File: config.mk
export PLATFORM = sky130hd
export DESIGN_NAME = serial_subtractor
export DESIGN_NICKNAME = d
export VERILOG_FILES = /design/src/rtl/serial_subtractor.sv
export SDC_FILE = /design/constraint.sdc
export NUM_CORES = 1
export LEC_CHECK = 0
export BUFFER_PORTS_ARGS = -buffer_cell sky130_fd_sc_hd__buf_4
export CORE_UTILIZATION = 45
export CTS_CLUSTER_DIAMETER = 120
export CTS_CLUSTER_SIZE = 28
export DETAILED_ROUTE_END_ITERATION = 8
export GPL_ROUTABILITY_DRIVEN = 0
export PLACE_DENSITY = 0.77
export SYNTH_ARGS = -nofsm -noshare
export SYNTH_HDL_FRONTEND = slang
export SYNTH_SLANG_ARGS = --single-unit
File: constraint.sdc
create_clock -name clk -period 2.3 [get_ports clk]
set_clock_uncertainty 0.1 [all_clocks]
set_input_delay 0.23 -clock clk [delete_from_list [all_inputs] [get_ports clk]]
set_output_delay 0.23 -clock clk [all_outputs]
set_load 0.02 [all_outputs]
File: src/rtl/serial_subtractor.sv
// Bit-serial subtractor: sub_a - sub_b - sub_borrow_in, one full-adder step per clock, LSB first.
// Define SERIAL_SUB_OVERFLOW_EN to add the registered signed-overflow output sub_overflow.
module serial_subtractor #(
    parameter int WIDTH = 8
) (
    input  logic             clk,
    input  logic             rst_n,
    input  logic             sub_in_valid,
    output logic             sub_in_ready,
    input  logic [WIDTH-1:0] sub_a,
    input  logic [WIDTH-1:0] sub_b,
    input  logic             sub_borrow_in,
    output logic             sub_out_valid,
    input  logic             sub_out_ready,
    output logic [WIDTH-1:0] sub_diff,
    output logic             sub_borrow_out,
`ifdef SERIAL_SUB_OVERFLOW_EN
    output logic             sub_overflow,
`endif
    output logic             sub_busy
);
    localparam int CNT_W = (WIDTH > 1) ? $clog2(WIDTH) : 1;

    typedef enum logic [1:0] {
        IDLE,
        SHIFT,
        DONE
    } state_t;

    state_t           state_q, state_d;
    logic [CNT_W-1:0] cnt_q, cnt_d;
    logic             carry_q, carry_d;
    logic [WIDTH-1:0] shift_a_q, shift_a_d;
    logic [WIDTH-1:0] shift_nb_q, shift_nb_d;
    logic [WIDTH-1:0] res_q, res_d;
    logic [WIDTH-1:0] diff_q, diff_d;
    logic             bout_q, bout_d;
    logic             oval_q, oval_d;
    logic             sum_bit;
    logic             carry_out;
`ifdef SERIAL_SUB_OVERFLOW_EN
    logic             ovf_q, ovf_d;
`endif

    function automatic logic maj(input logic x, input logic y, input logic z);
        return (x & y) | (x & z) | (y & z);
    endfunction

    always_comb begin
        sum_bit    = shift_a_q[0] ^ shift_nb_q[0] ^ carry_q;
        carry_out  = maj(shift_a_q[0], shift_nb_q[0], carry_q);
        state_d    = state_q;
        cnt_d      = cnt_q;
        carry_d    = carry_q;
        shift_a_d  = shift_a_q;
        shift_nb_d = shift_nb_q;
        res_d      = res_q;
        diff_d     = diff_q;
        bout_d     = bout_q;
        oval_d     = oval_q;
`ifdef SERIAL_SUB_OVERFLOW_EN
        ovf_d      = ovf_q;
`endif
        case (state_q)
            IDLE: begin
                // Subtraction as a + ~b + ~borrow_in on a single adder cell.
                if (sub_in_valid) begin
                    shift_a_d  = sub_a;
                    shift_nb_d = ~sub_b;
                    carry_d    = ~sub_borrow_in;
                    cnt_d      = '0;
                    state_d    = SHIFT;
                end
            end
            SHIFT: begin
                carry_d        = carry_out;
                shift_a_d      = shift_a_q >> 1;
                shift_nb_d     = shift_nb_q >> 1;
                res_d          = res_q >> 1;
                res_d[WIDTH-1] = sum_bit;
                cnt_d          = cnt_q + CNT_W'(1);
                if (cnt_q == CNT_W'(WIDTH - 1)) begin
                    diff_d  = res_d;
                    bout_d  = ~carry_out;
                    oval_d  = 1'b1;
                    state_d = DONE;
`ifdef SERIAL_SUB_OVERFLOW_EN
                    // carry_q is the carry into the MSB on this final step.
                    ovf_d   = carry_q ^ carry_out;
`endif
                end
            end
            DONE: begin
                if (sub_out_ready) begin
                    oval_d  = 1'b0;
                    state_d = IDLE;
                end
            end
            default: state_d = IDLE;
        endcase
    end

    always_ff @(posedge clk or negedge rst_n) begin
        if (!rst_n) begin
            state_q <= IDLE;
            cnt_q   <= '0;
            carry_q <= 1'b0;
            diff_q  <= '0;
            bout_q  <= 1'b0;
            oval_q  <= 1'b0;
`ifdef SERIAL_SUB_OVERFLOW_EN
            ovf_q   <= 1'b0;
`endif
        end else begin
            state_q <= state_d;
            cnt_q   <= cnt_d;
            carry_q <= carry_d;
            diff_q  <= diff_d;
            bout_q  <= bout_d;
            oval_q  <= oval_d;
`ifdef SERIAL_SUB_OVERFLOW_EN
            ovf_q   <= ovf_d;
`endif
        end
    end

    // Operand and partial-result shifters are fully rewritten before use, so they carry no reset.
    always_ff @(posedge clk) begin
        shift_a_q  <= shift_a_d;
        shift_nb_q <= shift_nb_d;
        res_q      <= res_d;
    end

    assign sub_in_ready   = (state_q == IDLE);
    assign sub_busy       = (state_q != IDLE);
    assign sub_out_valid  = oval_q;
    assign sub_diff       = diff_q;
    assign sub_borrow_out = bout_q;
`ifdef SERIAL_SUB_OVERFLOW_EN
    assign sub_overflow   = ovf_q;
`endif

endmodule

==> reports/metrics.yaml <==
detailed_routing:
  via_count: 922
  avgRoutedWirePerCell_um: 13.9
  drcViolationCount: 0
  wl_mm: 2.53
  avgViaCountPerCell: 5.07
  detail-route-antenna-nets: 0
  drtIter0Drc: 33
  firstDrtPassIters: 3
sta:
  setup_tns_ns: 0
  finalHoldViolCount: 0
  relSlewSlack_pct: 56.2
  finalSetupViolCount: 0
  final.min_clock_period_ns: 1.91
  hold-worst-slack_ns: 0.0554
  period_share_pct: 82.8
  tightest_slew_ns: 0.657
  timing.fmax_mhz: 525
  finalMaxSlewViolations: 0
  rsz0062_at_grt: "false"
worst_setup_path:
  r2r-start: "state_q[1]"
  worst-path-buf-inv: 1
  path_max_fanout: 14
  path_cells: "nand2b_1 > inv_1 > a22o_1"
  critical_path_required_ns: 2.44
  endpoint_kind: "flip-flop"
  crit_arrival_ns: 2.04
  critPathMaxStageDelay_ns: 0.61
  cpMaxStageDelayCell: "dfrtp_1"
  critical_path_class: "flip-flop to flip-flop"
  critical-path-top-delay-family: "flip-flops"
  worstSetupStartpoint: "state_q[1]"
  cp-start-kind: "flip-flop"
floorplanning:
  fp.coreArea_sq_um: 3360
  start_util_pct: 47.1
  dieWidth_um: 61.3
  io_pins: 33
  die_h_um: 61.3
  rows: 21
  die_area_sq_um: 3760
power_and_ir_drop:
  vdd_ir_drop_max_mv: 0.559
  total_power_mw: 2.61
  power_density_nw_per_um2: 1360
  p_leak_nw: 0.809
global_routing:
  grt_use_total_pct: 15.2
  grt_overflow: 0
  grt_max_degree: 19
  antenna_found_initial: 0
  grt_pass1_vias: 873
  grt_pass1_wl_mm: 3.78
clock_network:
  cts_root_buffer: "clkbuf_4"
  clk_pin_slew_ns: 0.10
  worstSkewPairLatency_ns: 0.34
  cts_tree: "built"
  cts_made_buffers: 5
  ctsLongestPathBuffers: 2
  cts_setup_buffers: 0
  htree_levels: 2
  clock_sinks: 39
logic_synthesis:
  yosys-top-cells-area: "edfxtp_1 (44%), dfrtp_1 (25%), mux2_2 (11%)"
  synth_edf_count: 23
  synth_common_cells: "edfxtp_1 (23), dfrtp_1 (16), mux2_2 (15), a21oi_1 (9), nor3b_1 (7)"
  async_flop_share_pct: 41.0
  synthCells: 98
  synth_cell_types: 23
  synth_top_cell_area_share_pct: 43.6
  synthFlopType: "edfxtp_1"
  yosysTopAreaCell: "edfxtp_1"
  syn_avg_cell_area_sq_um: 16.2
  synth_seq_cells: 39
  ys_warn_count: 0
  yosysSeqAreaShare_pct: 68.9
  synth_area_sq_um: 1580
  synth.most_common_cell: "edfxtp_1"
  synth_fp_nets: 122
hold_path:
  min_path_type: "primary input to flip-flop"
  hp-start: "sub_b[7]"
layout:
  layout.nets: 159
  areaGrowthSynthToFinish_pct: 21.0
  antenna_cells: 0
  post_route_cells_drive_above_1_share_pct: 40.4
  fin_util_pct: 57.0
  stdcell_count: 182
placed_design:
  dp_hpwl_mm: 1.74
  placed_cells: 172
  port_buffers: 32
run_status:
  status: "finished clean"
run:
  drv_cap: 0
-- metal layers --
metal  GRT usage, %  vias to the layer above  share of wire [%]
met2           23.9                       33                 49
met5              0                        -                  0
li1               -                      435                  -
met4           9.52                        0                1.8
met1           17.5                      449                 45
met3           5.67                        5                5.1
-- cell usage in the layout (no fill, tap or decap) --
| cell | count |
|---|---|
| a21oi_1 | 9 |
| a22o_1 | 2 |
| and2_1 | 1 |
| buf_4 | 33 |
| clkbuf_1 | 2 |
| clkbuf_4 | 5 |
| clkinv_2 | 1 |
| dfrtp_1 | 16 |
| dlygate4sd3_1 | 2 |
| edfxtp_1 | 23 |
| fa_1 | 1 |
| ha_1 | 2 |
| inv_1 | 4 |
| mux2_2 | 15 |
| mux2i_1 | 2 |
| nand2b_1 | 3 |
| nand3b_1 | 1 |
| nor2_1 | 1 |
| nor3b_1 | 7 |
| o21ai_0 | 1 |
| o21bai_1 | 1 |
| o221a_1 | 1 |
| o2bb2ai_1 | 1 |
| or2_2 | 1 |
| or4bb_1 | 1 |
-- final cells by class --
cell class	count	area [sq um]
Clock buffer	7	45.0
Clock inverter	1	5.00
Fill cell	300	1450
Inverter	4	15.0
Multi-Input combinational cell	50	435
Sequential cell	39	1090
Tap cell	46	57.6
Timing Repair Buffer	35	268
-- logic make-up after synthesis --
logic type	after synthesis	synth area share (%)
mux	17	11.9
fa+ha+maj	3	2.84
flops	39	68.9
compound gates	15	6.00
simple gates	15	6.71
buf+inv	9	3.63
-- worst reg2reg max path, delay by kind of cell, from the launching register on --
kind	cells	cell delay [ns]
flops	1	0.61
compound gates	1	0.31
simple gates	1	0.46
buf+inv	1	0.33
-- state kept, by name, summed over array words and instances (netlist names) --
name            flops
sub_diff            8
sub_out_valid       1
sub_borrow_out      1
shift_a_q           8
carry_q             1
cnt_q               3
shift_nb_q          8
state_q             2
res_q               7
-- power by group --
part           switching (mW)  leakage [nW]  internal, mW
combinational           0.454         0.350         0.461
clock                   0.205        0.0293         0.119
sequential              0.173         0.429          1.20
-- per-stage QoR --
step	instance area (sq um)	setup WS, ns
after floorplan	1580	0.765
after global placement	1850	0.390
after detailed placement	1850	0.396
after CTS	1920	0.375
after global routing	1920	0.263
final	1920	0.395
-- final timing paths --
kind                                      end  slack, ns  cells after the start
worst min-delay path            shift_nb_q[7]       0.06                      2
worst max register to register       cnt_q[2]       0.39                      3
worst max-delay path                 cnt_q[2]       0.39                      3
max in group asynchronous         sub_diff[5]       1.74                      2
min in group asynchronous         sub_diff[3]       0.18                      2
worst min register to register       res_q[6]       0.36                      0
-- repair_timing --
item / in CTS / in global routing
endpoints found under the hold margin: 17 / 0
hold buffers: 2 / 0
gates resized for setup: 0 / 0
Note: power is estimated with default switching activity, not from simulation.
